File: src/rtl/pe_pkg.sv
// pe_pkg: definitions shared by the PE-row multicast controller.
//   - state_e   : controller mode encoding (CFG=0, RUN=1, DRAIN=2)
//   - BITWIDTH_DEF / ID_WIDTH_DEF : default data and tag widths
//   - BCAST_TAG : all-ones broadcast tag at the default tag width
package pe_pkg;

   localparam int BITWIDTH_DEF = 16;
   localparam int ID_WIDTH_DEF = 4;

   localparam logic [ID_WIDTH_DEF-1:0] BCAST_TAG = '1;

   typedef enum logic [1:0] {
      CFG   = 2'd0,
      RUN   = 2'd1,
      DRAIN = 2'd2
   } state_e;

endpackage

File: src/rtl/mcast_id_table.sv
// mcast_id_table: per-PE ID registers plus the combinational tag match.
// Ports:
//   clk, rstb          clock, async active-low reset (clears every ID to 0)
//   we, addr, wid      write port; an addr with no matching PE is ignored
//   tag                tag to compare against every entry
//   mask               bit i set when tag equals the ID of PE i
// Build option MCAST_BROADCAST_EN: the all-ones tag matches every PE.
module mcast_id_table
   import pe_pkg::*;
#(
   parameter int NUM_PE       = 4,
   parameter int ID_WIDTH     = ID_WIDTH_DEF,
   parameter int PE_IDX_WIDTH = 2
) (
   input  logic                    clk,
   input  logic                    rstb,
   input  logic                    we,
   input  logic [PE_IDX_WIDTH-1:0] addr,
   input  logic [ID_WIDTH-1:0]     wid,
   input  logic [ID_WIDTH-1:0]     tag,
   output logic [NUM_PE-1:0]       mask
);

   logic [ID_WIDTH-1:0] id_q [NUM_PE];

   // Decoding against each index drops out-of-range addresses naturally.
   always_ff @(posedge clk or negedge rstb) begin
      if (!rstb) begin
         for (int i = 0; i < NUM_PE; i++) id_q[i] <= '0;
      end else if (we) begin
         for (int i = 0; i < NUM_PE; i++) begin
            if (addr == PE_IDX_WIDTH'(i)) id_q[i] <= wid;
         end
      end
   end

   always_comb begin
      mask = '0;
      for (int i = 0; i < NUM_PE; i++) mask[i] = (tag == id_q[i]);
`ifdef MCAST_BROADCAST_EN
      if (tag == {ID_WIDTH{1'b1}}) mask = '1;
`endif
   end

endmodule

File: src/rtl/pe_multicast_ctrl.sv
// pe_multicast_ctrl: delivers tagged ifmap/filter words from the global
// buffer to one row of PEs, loading all targeted PEs on the same cycle.
// Ports:
//   clk, rstb                     clock, async active-low reset
//   start, stop                   mode pulses (CFG->RUN, RUN->DRAIN)
//   cfg_we, cfg_addr, cfg_id      ID table write, honoured in CFG only
//   in_valid/in_ready             input word handshake
//   in_is_filter, in_tag, in_data input word fields
//   pe_ready                      per-PE ready flags
//   pe_ifmap_enable/_filter_enable per-PE load strobes
//   pe_data                       staged word broadcast to all PEs
//   busy                          high in RUN and DRAIN
//   drop_pulse                    staged word matched no PE
// Build option MCAST_BROADCAST_EN (in mcast_id_table): all-ones tag targets
// every PE.
//
// state | meaning
// CFG   | ID table writable, no input accepted
// RUN   | streaming words through the single-entry stage
// DRAIN | no new input; wait for the stage to empty, then CFG
module pe_multicast_ctrl
   import pe_pkg::*;
#(
   parameter int BITWIDTH     = BITWIDTH_DEF,
   parameter int NUM_PE       = 4,
   parameter int ID_WIDTH     = ID_WIDTH_DEF,
   parameter int PE_IDX_WIDTH = 2
) (
   input  logic                    clk,
   input  logic                    rstb,
   input  logic                    start,
   input  logic                    stop,
   input  logic                    cfg_we,
   input  logic [PE_IDX_WIDTH-1:0] cfg_addr,
   input  logic [ID_WIDTH-1:0]     cfg_id,
   input  logic                    in_valid,
   output logic                    in_ready,
   input  logic                    in_is_filter,
   input  logic [ID_WIDTH-1:0]     in_tag,
   input  logic [BITWIDTH-1:0]     in_data,
   input  logic [NUM_PE-1:0]       pe_ready,
   output logic [NUM_PE-1:0]       pe_ifmap_enable,
   output logic [NUM_PE-1:0]       pe_filter_enable,
   output logic [BITWIDTH-1:0]     pe_data,
   output logic                    busy,
   output logic                    drop_pulse
);

   state_e              state_q, state_d;
   logic                stage_valid_q, stage_valid_d;
   logic                stage_filter_q, stage_filter_d;
   logic [NUM_PE-1:0]   stage_mask_q, stage_mask_d;
   logic [BITWIDTH-1:0] data_q, data_d;
   logic [NUM_PE-1:0]   match_mask;
   logic                fire, accept;

   mcast_id_table #(
      .NUM_PE       (NUM_PE),
      .ID_WIDTH     (ID_WIDTH),
      .PE_IDX_WIDTH (PE_IDX_WIDTH)
   ) u_id_table (
      .clk  (clk),
      .rstb (rstb),
      .we   (cfg_we && (state_q == CFG)),
      .addr (cfg_addr),
      .wid  (cfg_id),
      .tag  (in_tag),
      .mask (match_mask)
   );

   // All-or-nothing delivery: every targeted PE must be ready at once.
   assign fire       = stage_valid_q && (stage_mask_q != '0) &&
                       ((stage_mask_q & ~pe_ready) == '0);
   assign drop_pulse = stage_valid_q && (stage_mask_q == '0);
   assign in_ready   = (state_q == RUN) && (!stage_valid_q || fire);
   assign accept     = in_valid && in_ready;

   assign pe_ifmap_enable  = (fire && !stage_filter_q) ? stage_mask_q : '0;
   assign pe_filter_enable = (fire &&  stage_filter_q) ? stage_mask_q : '0;
   assign pe_data          = data_q;
   assign busy             = (state_q != CFG);

   always_ff @(posedge clk or negedge rstb) begin
      if (!rstb) state_q <= CFG;
      else       state_q <= state_d;
   end

   always_comb begin
      state_d = state_q;
      case (state_q)
         CFG:     if (start)          state_d = RUN;
         RUN:     if (stop)           state_d = DRAIN;
         DRAIN:   if (!stage_valid_q) state_d = CFG;
         default:                     state_d = CFG;
      endcase
   end

   // A freed slot may be refilled on the same edge (back-to-back).
   always_comb begin
      stage_valid_d  = stage_valid_q;
      stage_filter_d = stage_filter_q;
      stage_mask_d   = stage_mask_q;
      data_d         = data_q;
      if (fire || drop_pulse) stage_valid_d = 1'b0;
      if (accept) begin
         stage_valid_d  = 1'b1;
         stage_filter_d = in_is_filter;
         stage_mask_d   = match_mask;
         data_d         = in_data;
      end
   end

   always_ff @(posedge clk or negedge rstb) begin
      if (!rstb) begin
         stage_valid_q  <= 1'b0;
         stage_filter_q <= 1'b0;
         stage_mask_q   <= '0;
         data_q         <= '0;
      end else begin
         stage_valid_q  <= stage_valid_d;
         stage_filter_q <= stage_filter_d;
         stage_mask_q   <= stage_mask_d;
         data_q         <= data_d;
      end
   end

endmodule
File: config.mk
export PLATFORM = sky130hd
export DESIGN_NAME = pe_multicast_ctrl
export DESIGN_NICKNAME = d
export VERILOG_FILES = /design/src/rtl/pe_pkg.sv /design/src/rtl/mcast_id_table.sv /design/src/rtl/pe_multicast_ctrl.sv
export SDC_FILE = /design/constraint.sdc
export NUM_CORES = 1
export LEC_CHECK = 0
export BUFFER_PORTS_ARGS = -buffer_cell sky130_fd_sc_hd__buf_2
export CAP_MARGIN = 0
export CORE_MARGIN = 2
export CORE_UTILIZATION = 54
export DETAILED_ROUTE_END_ITERATION = 12
export PLACE_DENSITY_LB_ADDON = 0.05
export SLEW_MARGIN = 20
export SYNTH_ARGS = -nofsm -noshare
export SYNTH_HDL_FRONTEND = slang
export SYNTH_HIERARCHICAL = 1
export SYNTH_SLANG_ARGS = --single-unit
File: constraint.sdc
create_clock -name clk -period 4 [get_ports clk]
set_clock_uncertainty 0.15 [all_clocks]
set_input_delay 0.8 -clock clk [delete_from_list [all_inputs] [get_ports clk]]
set_output_delay 0.8 -clock clk [all_outputs]
set_load 0.02 [all_outputs]
* Yosys cells after proc, flatten, opt, wreduce, memory -nomap -nowiden
Index checks and enable logic that the tools add are counted.
** Word-level totals
- Bits in registers :: 40
- Output and inout port bits :: 27
** Operators by class
- Muxes and demuxes :: 8
- Reductions and logical operators :: 24
- Equality and inequality tests :: 12
- Bitwise gates (word level) :: 2
** Operator list (number)
- 4-bit equality test :: 4
- 1-bit logical AND :: 8
- 4-bit zero test :: 2
- 4-bit two-way mux :: 2
- 2-bit AND reduction :: 4
- 2-bit equality test (second input constant) :: 3
- 2-bit two-way mux :: 3
- 2-bit != test (second input constant) :: 3
- 2-bit case mux with 3 select lines :: 1
- 4-bit bitwise AND :: 1
- 2-bit by 1-bit equality test with 1-bit output (second input constant) :: 2
- 2-bit zero test :: 2
- 4-bit inverter :: 1
- 2-bit nonzero test :: 2
- 4-bit nonzero test :: 1
- 3-bit AND reduction :: 1
- 1-bit zero test :: 2
- 1-bit logical OR :: 2
- 1-bit two-way mux :: 2

* Logic depth before layout (Yosys ltp)
- Depth after elaboration :: 8
- Depth in mapped cells :: 5
- Mapped depth without buffers :: 4

* Cells and area by module
The synthesis kept the hierarchy.
** Modules (own cells, without submodules)
- pe_multicast_ctrl :: area each 1149.9 um2, sequential area each 600.6 um2, times used 1, cells an instance 90
- mcast_id_table :: area each 784.5 um2, sequential area each 400.4 um2, times used 1, cells an instance 56

* Least setup slack after synthesis
No wires, ideal clock.
- Path type :: input -> output
- From :: input pe_ready[1]
- To :: output pe_ifmap_enable[0]
- Path slack :: 1.425 ns
- Cell stages on the path :: 4
- Data required time :: 3.050 ns
- Data arrival time :: 1.625 ns
- Cells stage by stage :: nand2b_1 o2111ai_1 nor3b_1 and2_1
** On the way
- Word-level cells in the longest chain between the ends :: 6
** Ends and longest elaborated chain
- from (decl) :: RTL line pe_multicast_ctrl.sv:41 : input logic [NUM_PE-1:0] pe_ready,
- 4-bit inverter :: RTL line pe_multicast_ctrl.sv:73 : ((stage_mask_q & ~pe_ready) == '0);
- 4-bit bitwise AND :: RTL line pe_multicast_ctrl.sv:73
- 4-bit zero test :: RTL line pe_multicast_ctrl.sv:73
- 1-bit logical AND :: RTL line pe_multicast_ctrl.sv:72 : assign fire = stage_valid_q && (stage_mask_q != '0) &&
- 1-bit logical AND :: RTL line pe_multicast_ctrl.sv:78 : assign pe_ifmap_enable = (fire && !stage_filter_q) ? stage_mask_q : '0;
- 4-bit two-way mux :: RTL line pe_multicast_ctrl.sv:78
- to (decl) :: RTL line pe_multicast_ctrl.sv:42 : output logic [NUM_PE-1:0] pe_ifmap_enable,
Every way passes these cells.

* Worst setup path after layout
- From :: input pe_ready[1]
- To :: output pe_ifmap_enable[2]
Same word-level chain as after synthesis.

==> impl_metrics.csv <==
group,metric,value,unit
worst_setup_path,cp_max_fo,4,
routing,first_iter_violations,74,
worst_setup_path,endpoint_kind,"primary output",
cts,root_buffer,"clkbuf_4",
cts,clkSlewWorstSetupHoldPaths,0.11,ns
sta,slew_headroom,43.5,%
floorplan,core-area,0.00339,mm^2
routing,wl_per_cell,14.5,um
cts,clock_latency,0.34,ns
cts,clock_path_buffers,2,
sta,finalSetupViolCount,0,
yosys,synth-warning-count,6,
yosys,postSynthAreaPerCell,13.2,um^2
power,ir_worst_vdd,0.000397,V
placed_design,place_area,0.00228,mm^2
sta,tightest_slew,0.847,ns
routing,drc,0,
layout,stdcell_area,0.00234,mm^2
flow_run,cap_violations,0,
sta,fin_crit_sh,72.5,%
yosys,synth_cell_type_count,29,
sta,drv_slew,0,
cts,clkSinkCount,40,
global_route,antenna_found_initial,0,
floorplan,die_y,63.9,um
cts,cts_resized,0,
worst_setup_path,cpMostUsedCell,"buf_2",
global_route,grt_pass1_vias,1332,
global_route,grt_pass1_wl,6070,um
yosys,syn_inst,146,
power,power.density,688,mW/mm^2
cts,cts-buffers-inserted,5,
sta,rsz0062_at_grt,"false",
global_route,globalRouteTotalUtil,19.7,%
placed_design,hpwl,2920,um
sta,min_period,2.90,ns
floorplan,start_util,57.1,%
cts,h-tree-depth,2,
sta,hold_viol_final,0,
sta,tns,0,ns
cts,cts_tree,"built",
routing,drtAntennaViolNets,0,
floorplan,die_area,0.00408,mm^2
floorplan,num_io_pins,64,
status,status,"finished, final reports clean",
placed_design,io_buffers,63,
placed_design,place_congestion,0.787,
worst_setup_path,critPathKind,"in -> out",
worst_setup_path,critPathArrivalTime,1.95,ns
layout,diodes,0,
worst_setup_path,cp-start-kind,"input pin",
min_path,holdCritPathClass,"reg -> reg",
cts,cts_hold_buf,0,
routing,vias,1328,
floorplan,row_count,21,
worst_setup_path,cp.required,3.05,ns
layout,nets,251,
floorplan,dieWidth,63.9,um
yosys,syn-cell-area,0.00193,mm^2
power,total_power,0.00161,W
power,leakagePower,1.15,nW
yosys,syn_nets,183,
routing,dr.pass1.iters,4,
worst_setup_path,crit_chain,"buf_2, nand2b_1, o2111ai_1, nor3b_1, and2_1, buf_2",
global_route,grt_max_degree,41,
worst_setup_path,slowest_delay,0.40,ns
routing,wl,3790,um
sta,fmax,0.345,GHz
layout,syn_to_final_growth,20.9,%
layout,drive_gt1_share,46.5,%
yosys,seq_area_frac_synth,51.7,%
yosys,synth_seq_cells,40,
worst_setup_path,cp_slowest_cell,"nor3b_1",
global_route,grt-ovfl-total,0,
routing,avgViaCountPerCell,5.09,
cts,postCtsSetupRepairBufs,0,
[layer usage]
layer	track usage, %	vias to the layer above	share of wire [%]
met3	5.46	6	7.9
met2	33.1	61	49
li1	-	641	-
met5	0	-	0
met4	9.24	0	1.3
met1	23.5	620	42
[metrics by stage]
stage | worst slack, ns | instances | utilization [%] | hold slack (ns)
after detailed placement | 1.16 | 253 | 67.4 | 0.326
after CTS | 1.16 | 261 | 69.0 | 0.353
after global placement | 1.25 | 253 | 67.4 | 0.318
after global routing | 1.01 | 261 | 69.0 | 0.359
final | 1.10 | 261 | 69.0 | 0.348
after floorplan | 1.43 | 146 | - | 0.307
[cell usage in the layout, fill, tap and decap left out]
| master | count |
|---|---|
| nand2_1 | 2 |
| mux2i_1 | 1 |
| dfrtp_1 | 40 |
| inv_2 | 1 |
| buf_2 | 63 |
| o2bb2ai_1 | 4 |
| mux2_4 | 10 |
| o2111a_1 | 1 |
| a21oi_1 | 1 |
| clkbuf_4 | 5 |
| inv_1 | 9 |
| nand3b_1 | 5 |
| nor2_1 | 7 |
| clkinv_4 | 1 |
| nand2b_1 | 3 |
| and2_1 | 5 |
| and3b_1 | 1 |
| nor3b_1 | 1 |
| nor4_1 | 4 |
| a21oi_4 | 1 |
| a21o_1 | 1 |
| o2111ai_1 | 1 |
| nor4_4 | 1 |
| o21ai_1 | 1 |
| mux2_2 | 16 |
| nor2_2 | 1 |
| xor2_1 | 16 |
| nor3b_4 | 1 |
| nand3_1 | 2 |
| mux2_1 | 7 |
| or2_1 | 1 |
| clkbuf_1 | 2 |
[sequential cells by signal, summed over array words and instances, names as in the netlist]
signal,count
stage_mask_q,4
u_id_table/id_q,16
state_q,2
stage_filter_q,1
pe_data,16
stage_valid_q,1
[cells by family (layout without fill, tap and decap cells)]
logic type	count (synthesis)	count (layout)	synth area share [%]
buf+inv	12	81	3.10
mux	34	34	21.7
simple gates	34	34	11.6
flops	40	40	51.7
xor+xnor	16	16	7.24
compound gates	10	10	4.59
[cells in the mapped netlist (all sizes together)]
cell	number	area share (%)
inv	10	1.9
and3b	1	0.45
nand3b	5	1.9
nor4	5	2.4
nand2b	3	0.97
or2	1	0.32
o21ai	1	0.26
nor2	8	1.7
o2111ai	1	0.45
mux2i	1	0.52
o2111a	1	0.58
xor2	16	7.2
and2	5	1.6
buf	2	1.2
nor3b	2	1.4
nand2	2	0.39
a21o	1	0.39
nand3	2	0.52
mux2	33	21
o2bb2ai	4	1.8
a21oi	2	1.1
dfrtp	40	52
[power by group]
part           internal, W  total [W]  switching (W)
clock            0.0000706   0.000194       0.000124
sequential        0.000583   0.000717       0.000135
combinational     0.000346   0.000697       0.000352
[final cells by class]
class                   instances  area, um^2
well taps                      46        57.6
repair buffers                 63         315
fillers                       245        1050
multi-input cells              94         873
flip-flops and latches         40        1000
clock buffers                   7        45.0
inverters                      10        37.5
clock inverters                 1        8.76
[worst max-delay path, delay by kind of cell]
family	cells	cell delay (ns)
simple gates	3	0.71
buf+inv	2	0.23
compound gates	1	0.21
[path summary, 6_finish.rpt]
kind | from | endpoint | slack [ns] | cells after the start
worst max-delay path | pe_ready[1] | pe_ifmap_enable[2] | 1.10 | 6
worst min-delay path | pe_data[6] | pe_data[6] | 0.35 | 1
worst max register to register | stage_mask_q[0] | stage_filter_q | 1.79 | 4
worst min register to register | pe_data[6] | pe_data[6] | 0.35 | 1
max in group asynchronous | rstb | stage_valid_q | 2.76 | 1
min in group asynchronous | rstb | u_id_table/id_q[5] | 0.41 | 1
Note: power is estimated with default switching activity, not from simulation.
